--- config.mk ---
export PLATFORM = sky130hd
export DESIGN_NAME = ps2_keyboard_rx
export DESIGN_NICKNAME = d
export VERILOG_FILES = /design/src/rtl/ps2_pkg.sv /design/src/rtl/ps2_keyboard_rx_edge_filter.sv /design/src/rtl/ps2_keyboard_rx.sv
export SDC_FILE = /design/constraint.sdc
export NUM_CORES = 1
export LEC_CHECK = 0
export ABC_CLOCK_PERIOD_IN_PS = 2300
export BUFFER_PORTS_ARGS = -buffer_cell sky130_fd_sc_hd__buf_2
export CORE_MARGIN = 3
export CORE_UTILIZATION = 50
export CTS_CLUSTER_DIAMETER = 40
export CTS_CLUSTER_SIZE = 24
export DETAILED_ROUTE_END_ITERATION = 10
export PLACE_DENSITY = 0.7
export SYNTH_ARGS = -nofsm -noshare
export SYNTH_HDL_FRONTEND = slang
export SYNTH_SLANG_ARGS = --single-unit
--- constraint.sdc ---
create_clock -name clk -period 2.3 [get_ports clk]
set_input_delay 0.345 -clock clk [delete_from_list [all_inputs] [get_ports clk]]
set_output_delay 0.345 -clock clk [all_outputs]
set_load 0.01 [all_outputs]
--- src/rtl/ps2_pkg.sv ---
// ps2_pkg: shared definitions for the PS/2 keyboard receiver.
//   ps2_state_t : frame receiver FSM states
//   SC_EXT      : extended-key prefix byte
//   SC_BREAK    : key-release prefix byte
//   EXT_BIT     : position of the extended flag within keyb_char
//   CODE_MSB    : top bit of the scancode field within keyb_char
package ps2_pkg;

    typedef enum logic [1:0] {
        IDLE,
        DATA,
        PARITY,
        STOP
    } ps2_state_t;

    localparam logic [7:0] SC_EXT   = 8'hE0;
    localparam logic [7:0] SC_BREAK = 8'hF0;

    localparam int unsigned EXT_BIT  = 8;
    localparam int unsigned CODE_MSB = 7;

endpackage

--- src/rtl/ps2_keyboard_rx_edge_filter.sv ---
// ps2_edge_filter: conditions a raw asynchronous PS/2 clock line.
//   clk    : system clock
//   reset  : asynchronous active-high reset
//   raw    : raw asynchronous input line
//   level  : filtered level (resets to 1, the idle bus level)
//   fall   : one-cycle pulse on a filtered 1->0 transition
// The filtered level only follows the synchronised input after FILTER_LEN
// consecutive samples that differ from the current filtered level.
module ps2_edge_filter #(
    parameter int unsigned FILTER_LEN = 8
) (
    input  logic clk,
    input  logic reset,
    input  logic raw,
    output logic level,
    output logic fall
);

    localparam int unsigned CW = $clog2(FILTER_LEN + 1);

    logic          sync1;
    logic          sync2;
    logic [CW-1:0] run_cnt;
    logic          run_done;

    assign run_done = (sync2 != level) && (run_cnt == CW'(FILTER_LEN - 1));

    always_ff @(posedge clk or posedge reset) begin
        if (reset) begin
            sync1   <= 1'b1;
            sync2   <= 1'b1;
            run_cnt <= '0;
            level   <= 1'b1;
            fall    <= 1'b0;
        end else begin
            sync1 <= raw;
            sync2 <= sync1;
            fall  <= 1'b0;
            if (sync2 == level) begin
                run_cnt <= '0;
            end else if (run_done) begin
                run_cnt <= '0;
                level   <= sync2;
                // fall is registered alongside the level change so it lines
                // up with the cycle on which the new low level is visible.
                fall    <= level;
            end else begin
                run_cnt <= run_cnt + 1'b1;
            end
        end
    end

endmodule

--- src/rtl/ps2_keyboard_rx.sv ---
// ps2_keyboard_rx: PS/2 keyboard receiver feeding the memory-mapped
// keyb_char word (CPU address 0x1003_0000).
//   clk       : system clock
//   reset     : asynchronous active-high reset
//   ps2_clk   : raw PS/2 clock from the keyboard
//   ps2_data  : raw PS/2 data from the keyboard
//   keyb_char : {zeros, ext, scancode[7:0]} of the key currently held, 0 if none
//   frame_err : one-cycle pulse on start/parity/stop error or frame timeout
// The last make code is held until its matching break arrives, so software
// can poll whether a key is still down.
module ps2_keyboard_rx
    import ps2_pkg::*;
#(
    parameter int unsigned wordsize       = 32,
    parameter int unsigned FILTER_LEN     = 8,
    parameter int unsigned TIMEOUT_CYCLES = 200000
) (
    input  logic                clk,
    input  logic                reset,
    input  logic                ps2_clk,
    input  logic                ps2_data,
    output logic [wordsize-1:0] keyb_char,
    output logic                frame_err
);

    localparam int unsigned TW = $clog2(TIMEOUT_CYCLES + 1);

    logic ps2_clk_level;
    logic fall;
    logic data_s1;
    logic data_s2;

    ps2_edge_filter #(
        .FILTER_LEN(FILTER_LEN)
    ) u_clk_filter (
        .clk   (clk),
        .reset (reset),
        .raw   (ps2_clk),
        .level (ps2_clk_level),
        .fall  (fall)
    );

    ps2_state_t          state,     state_n;
    logic [2:0]          bitcnt,    bitcnt_n;
    logic [7:0]          shreg,     shreg_n;
    logic                par_bit,   par_bit_n;
    logic                ext,       ext_n;
    logic                brk,       brk_n;
    logic [TW-1:0]       tcount,    tcount_n;
    logic [wordsize-1:0] keyb_n;
    logic                frame_err_n;

    always_ff @(posedge clk or posedge reset) begin
        if (reset) begin
            data_s1   <= 1'b1;
            data_s2   <= 1'b1;
            state     <= IDLE;
            bitcnt    <= '0;
            shreg     <= '0;
            par_bit   <= 1'b0;
            ext       <= 1'b0;
            brk       <= 1'b0;
            tcount    <= '0;
            keyb_char <= '0;
            frame_err <= 1'b0;
        end else begin
            data_s1   <= ps2_data;
            data_s2   <= data_s1;
            state     <= state_n;
            bitcnt    <= bitcnt_n;
            shreg     <= shreg_n;
            par_bit   <= par_bit_n;
            ext       <= ext_n;
            brk       <= brk_n;
            tcount    <= tcount_n;
            keyb_char <= keyb_n;
            frame_err <= frame_err_n;
        end
    end

    always_comb begin
        state_n     = state;
        bitcnt_n    = bitcnt;
        shreg_n     = shreg;
        par_bit_n   = par_bit;
        ext_n       = ext;
        brk_n       = brk;
        tcount_n    = tcount;
        keyb_n      = keyb_char;
        frame_err_n = 1'b0;

        if (fall) begin
            // A fall always restarts the timeout, even on the expiry cycle.
            tcount_n = '0;
            unique case (state)
                IDLE: begin
                    if (!data_s2) begin
                        state_n  = DATA;
                        bitcnt_n = '0;
                    end else begin
                        frame_err_n = 1'b1;
                    end
                end
                DATA: begin
                    shreg_n  = {data_s2, shreg[7:1]};
                    bitcnt_n = bitcnt + 1'b1;
                    if (bitcnt == 3'd7) begin
                        state_n = PARITY;
                    end
                end
                PARITY: begin
                    par_bit_n = data_s2;
                    state_n   = STOP;
                end
                STOP: begin
                    state_n = IDLE;
                    if (data_s2 && (^{shreg, par_bit})) begin
                        if (shreg == SC_EXT) begin
                            ext_n = 1'b1;
                        end else if (shreg == SC_BREAK) begin
                            brk_n = 1'b1;
                        end else if (brk) begin
                            // Only the release of the held key clears it.
                            if (keyb_char[EXT_BIT:0] == {ext, shreg}) begin
                                keyb_n = '0;
                            end
                            ext_n = 1'b0;
                            brk_n = 1'b0;
                        end else begin
                            keyb_n                = '0;
                            keyb_n[EXT_BIT]       = ext;
                            keyb_n[CODE_MSB:0]    = shreg;
                            ext_n                 = 1'b0;
                        end
                    end else begin
                        frame_err_n = 1'b1;
                        ext_n       = 1'b0;
                        brk_n       = 1'b0;
                    end
                end
                default: state_n = IDLE;
            endcase
        end else if (state != IDLE) begin
            if (tcount == TW'(TIMEOUT_CYCLES - 1)) begin
                state_n     = IDLE;
                tcount_n    = '0;
                frame_err_n = 1'b1;
                ext_n       = 1'b0;
                brk_n       = 1'b0;
            end else begin
                tcount_n = tcount + 1'b1;
            end
        end else begin
            tcount_n = '0;
        end
    end

endmodule

; Word level (Yosys, flattened, before mapping)
; Cells that the tools add are included.
[word_totals]
elab_cells = 91
inputBits = 4
ff_bits = 77
[classes]
mux = 35
n_bitwise = 3
reduce_logical = 16
add_sub_neg = 3
n_eq_ne = 18
[op_table]
columns = cell, count
row1 = 2-to-1 mux 32 bit, 2
row2 = 2-to-1 mux 18 bit, 3
row3 = 2-to-1 mux 1 bit, 19
row4 = adder 18 x 1 -> 18 bit (second input constant), 1
row5 = == test 18 bit (second input constant), 1
row6 = == test 8 bit (second input constant), 2
row7 = AND reduction 4 bit, 3
row8 = 2-to-1 mux 2 bit, 5
row9 = == test 9 bit, 1
row10 = inequality test 3 bit (second input constant), 3
row11 = parity 9 bit, 1
row12 = 2-to-1 mux 4 bit, 2
row13 = case mux 2 bit (4 select lines), 1
row14 = nonzero test 2 bit, 4
row15 = case mux 3 bit (2 select lines), 1
row16 = AND reduction 2 bit, 3
row17 = AND reduction 6 bit, 1
row18 = adder 4 x 1 -> 4 bit (second input constant), 1
row19 = == test 2 bit (second input constant), 2
row20 = == test 4 x 3 -> 1 bit (second input constant), 1
row21 = inequality test 2 bit (second input constant), 2
row22 = inequality test 4 bit (second input constant), 1
row23 = adder 3 x 1 -> 3 bit (second input constant), 1
row24 = == test 3 bit (second input constant), 1
row25 = 10 further kinds, 13

; Longest topological paths before layout
; Gate-level depths: netlist of run 1.
[logic_depth]
depth_word = 6
ltp_mapped = 7
depth_no_buf = 7

; Hierarchy
; A second synthesis of run 1 with hierarchy kept.
[hier_totals]
hier_cells = 265
hier_area_um2 = 2885.3
[modules_own_cells]
columns = mod, area_per_inst_um2, cells_per_inst, instances, seq_area_each_um2
row1 = ps2_keyboard_rx, 2562.5, 242, 1, 1153.6
row2 = ps2_edge_filter, 322.8, 23, 1, 203.9

; Least setup slack after synthesis of run 1
; Ideal clock, no wire load.
[synth_timing]
path_type = register to register
from = register shreg[4]
to = register keyb_char[0]
stages_incl_launch_ff = 7
t_arrival_ps = 1916
path_buffers = 1
slack_ps = 259
required_time_ps = 2175
setup_ps = 125
synth_period_minus_slack_ps = 2041
cell_sequence = dfrtp_1 clkbuf_2 xor2_1 xnor3_1 mux2i_1 a211oi_4 mux2_2
[synth_via]
elab_chain_cells = 3
word_cells_on_any_way = 9
cone_classes = eq/ne (4) / bitwise (2) / reduce/logical (3)
[synth_rtl]
columns = element, line_no
row1 = from (decl), ps2_keyboard_rx.sv:45  ; logic [7:0] shreg, shreg_n;
row2 = from (signal assigned), ps2_keyboard_rx.sv:71  ; shreg <= shreg_n;
row3 = "== test 9 bit, or another cell as far along", ps2_keyboard_rx.sv:124  ; if (keyb_char[EXT_BIT:0] == {ext, shreg}) begin
row4 = "inequality test 2 x 1 -> 1 bit (no source line), or another cell as far along", -
row5 = AND reduction 6 bit (no source line) (*), -
row6 = to (signal assigned), ps2_keyboard_rx.sv:76  ; keyb_char <= keyb_n;
row7 = to (decl), ps2_keyboard_rx.sv:22  ; output logic [wordsize-1:0] keyb_char,
; Every way passes the cells marked *; elsewhere a longest branch is shown, timed or not.
; A chain may end at the register's enable or synchronous reset.

; Worst setup path after layout of run 1
[layout_timing]
from = register shreg[7]
to = register keyb_char[4]
; The elaborated chain is that of the path after synthesis.

==> results of run 1 <==
## layer usage
| layer | part of all wire (%) | global-route usage (%) | up-vias |
|---|---|---|---|
| li1 | - | - | 859 |
| met1 | 48 | 20.58 | 861 |
| met2 | 46 | 24.22 | 32 |
| met3 | 4.2 | 3.659 | 6 |
| met4 | 1.4 | 5.574 | 0 |
| met5 | 0 | 0 | - |
## worst register-to-register path, stage by stage, from the launching register on
cell and delay, ps:
sky130_fd_sc_hd__dfrtp_1 460, sky130_fd_sc_hd__xnor2_1 240, sky130_fd_sc_hd__xnor3_1 350, sky130_fd_sc_hd__mux2i_1 190, sky130_fd_sc_hd__a211oi_4 430, sky130_fd_sc_hd__mux2_2 390
## cell families after synthesis
logic type / count (synthesis) / share of synthesized area (%)
muxes: 21 / 8.371
DFF: 54 / 48.31
adders and majority gates: 9 / 4.007
AOI/OAI and AO/OA: 18 / 5.164
and+or+nand+nor: 86 / 15.67
xor gates and xnor gates: 32 / 10.95
other: 1 / 0.1334
buffers and inverters: 32 / 7.391
## power groups by stage
stage               combinational, W  sequential [W]  clock [W]
floorplan                   0.000118         0.00103          0
global placement            0.000108         0.00103          0
detailed placement          0.000110         0.00103          0
CTS                         0.000110         0.00101   0.000647
global route                0.000130         0.00102   0.000691
finish                      0.000108         0.00101   0.000621
## path summary, 6_finish.rpt
check                                   start            endpoint  slack [ps]
setup / recovery                     shreg[7]        keyb_char[4]         130
hold / removal                       ps2_data             data_s1         130
setup reg to reg                     shreg[7]        keyb_char[4]         130
hold reg to reg            u_clk_filter.sync1  u_clk_filter.sync2         360
max in group asynchronous               reset           tcount[5]        1640
min in group asynchronous               reset           tcount[9]         200
## layout make-up
type / count / area, sq um / share of cell area (%)
clock buffer: 5 / 68.82 / 2.280
multi-input combinational: 189 / 1328 / 43.99
inverter: 5 / 18.77 / 0.6219
clock inverter: 3 / 40.04 / 1.327
timing repair buffer: 20 / 117.6 / 3.897
tap: 70 / 87.58 / 2.902
sequential: 54 / 1358 / 44.98
## synthesized netlist by cell type, drive strengths merged
| cell | count | area [sq um] |
|---|---|---|
| clkbuf | 4 | 16.26 |
| dfrtp | 49 | 1226 |
| o211ai | 2 | 15.01 |
| nand4 | 5 | 31.28 |
| dfstp | 5 | 131.4 |
| o21a | 2 | 15.01 |
| ha | 9 | 112.6 |
| nand4b | 2 | 17.52 |
| inv | 5 | 18.77 |
| mux2i | 1 | 10.01 |
| a22oi | 1 | 7.510 |
| nand3 | 8 | 40.04 |
| mux2 | 20 | 225.2 |
| buf | 23 | 172.7 |
| or4 | 2 | 15.01 |
| nor2 | 25 | 93.84 |
| and4 | 2 | 17.52 |
| nor4 | 3 | 18.77 |
| nor3b | 2 | 15.01 |
| nor3 | 3 | 15.01 |
| o21ai | 2 | 10.01 |
| conb | 1 | 3.750 |
| a21oi | 3 | 15.01 |
| o41ai | 1 | 8.760 |
| or2 | 1 | 6.260 |
| and3 | 5 | 31.28 |
| xnor2 | 11 | 96.34 |
| o31ai | 1 | 12.51 |
| xnor3 | 2 | 45.04 |
| o2bb2ai | 1 | 8.760 |
| a21boi | 2 | 15.01 |
| nor2b | 11 | 68.82 |
| a211oi | 1 | 20.02 |
| xor2 | 19 | 166.4 |
| a22o | 2 | 17.52 |
| nand2 | 15 | 56.30 |
| nand2b | 1 | 6.260 |
| nand3b | 1 | 7.510 |
## sequential cells by signal (all words and copies together), names as in the netlist, 2 cells and up
signal / flops
bitcnt: 3
keyb_char: 9
shreg: 8
state: 2
tcount: 18
u_clk_filter.run_cnt: 4
## stage by stage
stage	util [%]	cell area [sq um]	std cells	power (W)	hold slack [ps]
global route	57.27	3018	346	0.001838	101.6
detailed placement	55.20	2909	338	0.001140	349.0
finish	57.27	3018	346	0.001742	128.8
CTS	57.27	3018	346	0.001769	116.3
global placement	55.20	2909	338	0.001138	346.4
floorplan	-	2893	275	0.001145	345.2
==> out/results.txt, run 1 <==
The run finished with clean final reports. The number of filler cells placed in the layout was 459; the initial antenna violation count was 0. From bottom edge to top edge, the die measures 80.97 microns.

The first global-routing pass estimated 7762 microns of wire. The slew at the pin with the worst max-slew slack was 665.6 ps. Width of the chip: 80.97 microns.

Based on the critical path, the design can be clocked at up to 0.4615 GHz. Compared with the post-synthesis result, the final layout area differs by 7.391%. For this configuration, the core starts out at a cell density of 53.32%. The max-slew violation count is 0. TritonCTS built the clock tree. Yosys printed 0 warnings. The depth of the most critical reg-to-reg path is 5. The I/O pin count is 37, and the average wire per cell in the routed design is 12.67 microns.

The internal portion of the total power is 0.001351 W. Time the final worst path needs with I/O delays and setup: 2167 ps. After detailed routing, the number of vias per cell comes to 5.081. The worst clock skew came out at 7.465 ps. The final critical path takes up 94.21% of the cycle. STA classifies the critical path startpoint as a flip-flop. The critical path runs through a total of 5 cells. In this run the cell area of the synthesized design comes to 2810 sq um.

After legalization and detailed placement, the total HPWL measured 3157 microns. During placement, the flow inserted port buffers numbering 13. The maximum vdd ir drop came out at 529.4 uV.

Combinational logic is responsible for 6.2% of the overall power. In this run the worst path has a maximum fanout of 9. The logs give 1,701 for the via count of the first global-routing pass and 0 for the total congestion overflow after global routing. For the final setup slack of the worst path, the log shows 133.3 ps. Headroom to the max-slew limit: 55.63%. The tools report the worst-case clock buffer depth as 2.

For the insertion delay to the later sink of the worst-skew pair, the log shows 300 ps. The synthesized netlist contains 39 unique library cells. The tools report the total of cells resized after clock tree synthesis as 0. Summed over all nets, the switching power comes to 0.0003915 W. Sequential cells were found to cover 48.31% of the synthesized design area. The H-tree was split into 2 levels.

The tools report the total length of routed wires as 4384 microns. The library cells used most frequently in the layout, excluding fill and tap cells, are sky130_fd_sc_hd__dfrtp_1, sky130_fd_sc_hd__nor2_1, sky130_fd_sc_hd__conb_1, sky130_fd_sc_hd__mux2_2, sky130_fd_sc_hd__xor2_1. In the global route stage, overall resource usage came out at 15.32%. The number of hold violations in the final report is 0. The count of standard-cell rows was 26; the starting DRC count in detailed routing was 76. The post-synthesis average cell area came out at 11.11 sq um. Counting both buffers and inverters, the worst setup path holds a total of 0.

The data arrival time of the critical path was 2360 ps. The pin count of the biggest net entering global routing was 55. The type of the tightest min-delay check is input port to flip-flop.

The delay of the slowest cell on the worst path is 460 ps, and the count of mapped cells out of synthesis is 253. The core area was 5270 sq um. For the worst setup path, the data required time is 2490 ps.

The logs give 0 ps for the setup TNS and 1,758 for the number of vias in the routed layout. The number of setup violations in the final report is 0. The number of clock buffers added by TritonCTS is 5.

Type of destination of the critical path: a flip-flop. The repair_antennas step left the layout with diodes totalling 0. The depth of the worst hold-timing path was 1. The first TritonRoute pass finished after 4 iterations. The cell with the largest stage delay on the worst path was sky130_fd_sc_hd__dfrtp_1. Power spread over the standard cell area amounts to 577.3 nW/um^2. Die area: 6556 sq um. After clock tree synthesis, the clock-pin slew on the worst setup and hold paths is 90 ps. Walking the worst path, the cells encountered are xnor2_1, xnor3_1, mux2i_1, a211oi_4, mux2_2. Leaving out fill and tap cells, the most frequent cell in the layout is sky130_fd_sc_hd__dfrtp_1.

The cell family contributing the most delay on the critical path is XOR/XNOR gates. The final weighted congestion in routability-driven placement came out at 0.7888. The synthesized design contains 54 register bits. In this run, post-CTS hold repair placed 0 buffers. The post-placement setup slack is 146.6 ps. Max-cap violations in this run came to 0.

Setup repair after global routing left no endpoint under its margin. The clock group share of total power was 35.7%. For this run, design rule violations remaining after detail routing come to 0.

For this design, the sink count on the clock tree is 54. The count of nets after finishing was 288. Once detail routing completed, the nets flagged for antenna violations numbered 0.

The setup path with the least slack is of type flip-flop to flip-flop. The analysis attributes to cell leakage a power of 1.495 nW. In this run the clock root is driven by a sky130_fd_sc_hd__clkbuf_8. The post-CTS setup-driven buffer insertion count is 0. The fraction of layout cells with a size suffix above 1 works out to 20.65%. In this run switching power makes up 22.47% of total power. Registers are responsible for 58.1% of the overall power.
No activity file was read; power rests on OpenSTA's default activity.
==> inputs of run 2 (changes only) <==
CELL_PAD_IN_SITES_DETAIL_PLACEMENT = 0   (was not set)
CELL_PAD_IN_SITES_GLOBAL_PLACEMENT = 1   (was not set)
CORE_UTILIZATION = 45   (was 50)
GPL_TIMING_DRIVEN = 0   (was not set)
PLACE_DENSITY = 0.77   (was 0.7)
==> out/results.txt, run 2 (synthesized netlist as in run 1, its figures left out) <==
At the end of routability-driven placement, the weighted congestion stood at 0.7729. Setup repair after global routing left no endpoint under its margin. Worst reg2reg path endpoint: ext.

In this run the critical register-to-register path is launched from state[0]. The routed design could run at a clock period as short as 2152 ps. In the final design database the tool counted 311 nets. The cell at the root of the clock tree is sky130_fd_sc_hd__clkbuf_8.

The region available for standard cell placement spans 5991 sq um. The area added between synthesis and finish is 13.71%, and the maximum fanout along the worst path is 6. TritonCTS built the clock tree. Counting along the longest clock path gives a buffer depth of 2. Global routing finished with a remaining overflow of 0.

The number of diodes is 0. The antenna violation net count after detailed routing came out at 0. The post-route netlist has 26.42% of its cells at a drive strength greater than 1.

The H-tree was split into 2 levels. The initial antenna violation count came out at 0. For the number of hold violations in the final report, the log shows 0. The floorplan step set the die width to 85.03 microns. Pin count of the biggest net entering global routing: 37. For this run, the detailed router's first-pass iteration total came to 4.

The effective utilization at floorplan is 46.91%. Static timing analysis puts the maximum clock frequency at 0.4647 GHz. Clock transition at the registers of the reported paths: 90 ps.

Including well taps, the total number of placed cells is 364. In the global route stage, overall resource usage came out at 13.64%. The worst setup path is launched from a flip-flop. The top cell types in the final layout, fill and taps aside, are sky130_fd_sc_hd__dfrtp_1, sky130_fd_sc_hd__nor2_1, sky130_fd_sc_hd__buf_4, sky130_fd_sc_hd__conb_1, sky130_fd_sc_hd__mux2_2. For the required arrival time at the worst endpoint, the log shows 2490 ps.

The tools report the via count of the first global-routing pass as 1,737. Headroom to the max-slew limit: 54.79%. The largest register by flop count is tcount. The first global-routing pass estimated 7921 microns of wire.

The run gives 73 as the starting DRC count in detailed routing. The tightest min-delay check is of the input port to asynchronous set/reset pin type. In the finished design, the share of the clock period the worst path needs comes to 93.57%. Hold repair after CTS inserted 0 buffers.

The register-to-register setup slack is 150 ps. STA classifies the critical path endpoint as a flip-flop. Summed over all layers, the routed wires come to 4628 microns. The routed layout has 1,783 vias. Once layout is complete, the cells apart from fillers number 374.

The detailed-route vias per instance was 4.767; the number of buffers added by the clock tree synthesis step was 5. In the final routed layout, each cell accounts on average for 12.37 microns. The slew at the pin with the worst max-slew slack works out to 673.0 ps. The total of buffers placed on input and output ports came out at 13. The leakage power of the design is 1.609 nW. Dividing total power by cell area gives a power density of 529.4 nW/um^2.

The clock sink total was 54; the depth of the most critical reg-to-reg path was 6. The insertion delay to the later sink of the worst-skew pair is 300 ps. The worst setup path is of the flip-flop to flip-flop kind. The design draws 0.001692 W. The logs give 235.8 uV for the maximum vdd ir drop and 2350 ps for the data arrival time of the critical path. The logs give 28 for the count of standard-cell rows and 0 for the max-slew violation count. From bottom edge to top edge, the die measures 85.03 microns. 37 I/O pins were placed. The die area was 7229 sq um; the number of setup violations in the final report was 0. Summed over all nets, the half-perimeter wirelength after detailed placement is 3379 microns. The library cell used most frequently in the layout, excluding fill and tap cells, is sky130_fd_sc_hd__dfrtp_1. Adding up every negative setup slack in the final design gives 0 ps. Max-cap violations in this run came to 0.

The largest registers in the layout are tcount: 18 flops, keyb_char: 9 flops, shreg: 8 flops. The flip-flop count of the largest register after layout is 18. For the number of filler cells placed in the layout, the log shows 547.

DRC violation count after routing: 0. The flow ran to the end, and the final reports show no timing, DRC or antenna violations. The worst clock skew is 8.102 ps.
==> run 2: through the flow <==
step,util (%),instance area [sq um],hold slack [ps],setup slack (ps)
floorplan,-,2893,345.2,259.2
global placement,50.94,3052,346.4,-76.60
detailed placement,51.27,3072,347.5,-102.2
CTS,53.05,3178,39.21,54.88
global route,53.34,3196,45.78,28.66
finish,53.34,3196,25.66,148.0
==> run 2: layer usage <==
layer  track usage [%]  vias up  wire length [microns]
met5                 0        -                      0
met4             4.460        0                     57
met3             3.301        6                    144
met2             23.02       24                   2333
met1             17.20      848                   2093
li1                  -      905                      -
==> run 2: what timing repair did <==
| item | CTS | global route |
|---|---|---|
| pin swaps | 1 | 0 |
| buffers inserted | 2 | 0 |
| resized for setup | 0 | 5 |
| cloned | 0 | 0 |
| setup endpoints to repair | 9 | 14 |
==> run 2: where the power goes <==
part | leakage, nW | switching, W | internal [W]
Clock | 0.0482 | 0.000293 | 0.000244
Combinational | 0.828 | 0.0000728 | 0.0000677
Sequential | 0.733 | 0.0000250 | 0.000989
==> run 2: worst max path at each step <==
stage	startpoint	depth (start not counted)	endpoint
floorplan	shreg[4]	6	keyb_char[0]
global placement	reset	2	keyb_char[1]
detailed placement	shreg[6]	5	keyb_char[2]
CTS	tcount[0]	6	tcount[11]
global route	state[0]	6	ext
finish	state[0]	6	ext
==> run 2: critical path: stages, from the launching register on <==
cell	delay (ps)
sky130_fd_sc_hd__dfrtp_2	410
sky130_fd_sc_hd__inv_1	90
sky130_fd_sc_hd__ha_1	280
sky130_fd_sc_hd__or2_2	320
sky130_fd_sc_hd__or4_1	630
sky130_fd_sc_hd__o2bb2ai_1	190
sky130_fd_sc_hd__o21a_1	120
==> run 2: cell type report <==
cell class	count	area [sq um]	area share (%)
plain buffers	27	190.2	5.951
well taps	75	93.84	2.937
flip-flops and latches	54	1359	42.52
repair buffers	16	100.1	3.132
inverters	5	18.77	0.5873
clock inverters	1	5.005	0.1566
multi-input cells	189	1343	42.01
clock buffers	7	86.33	2.702
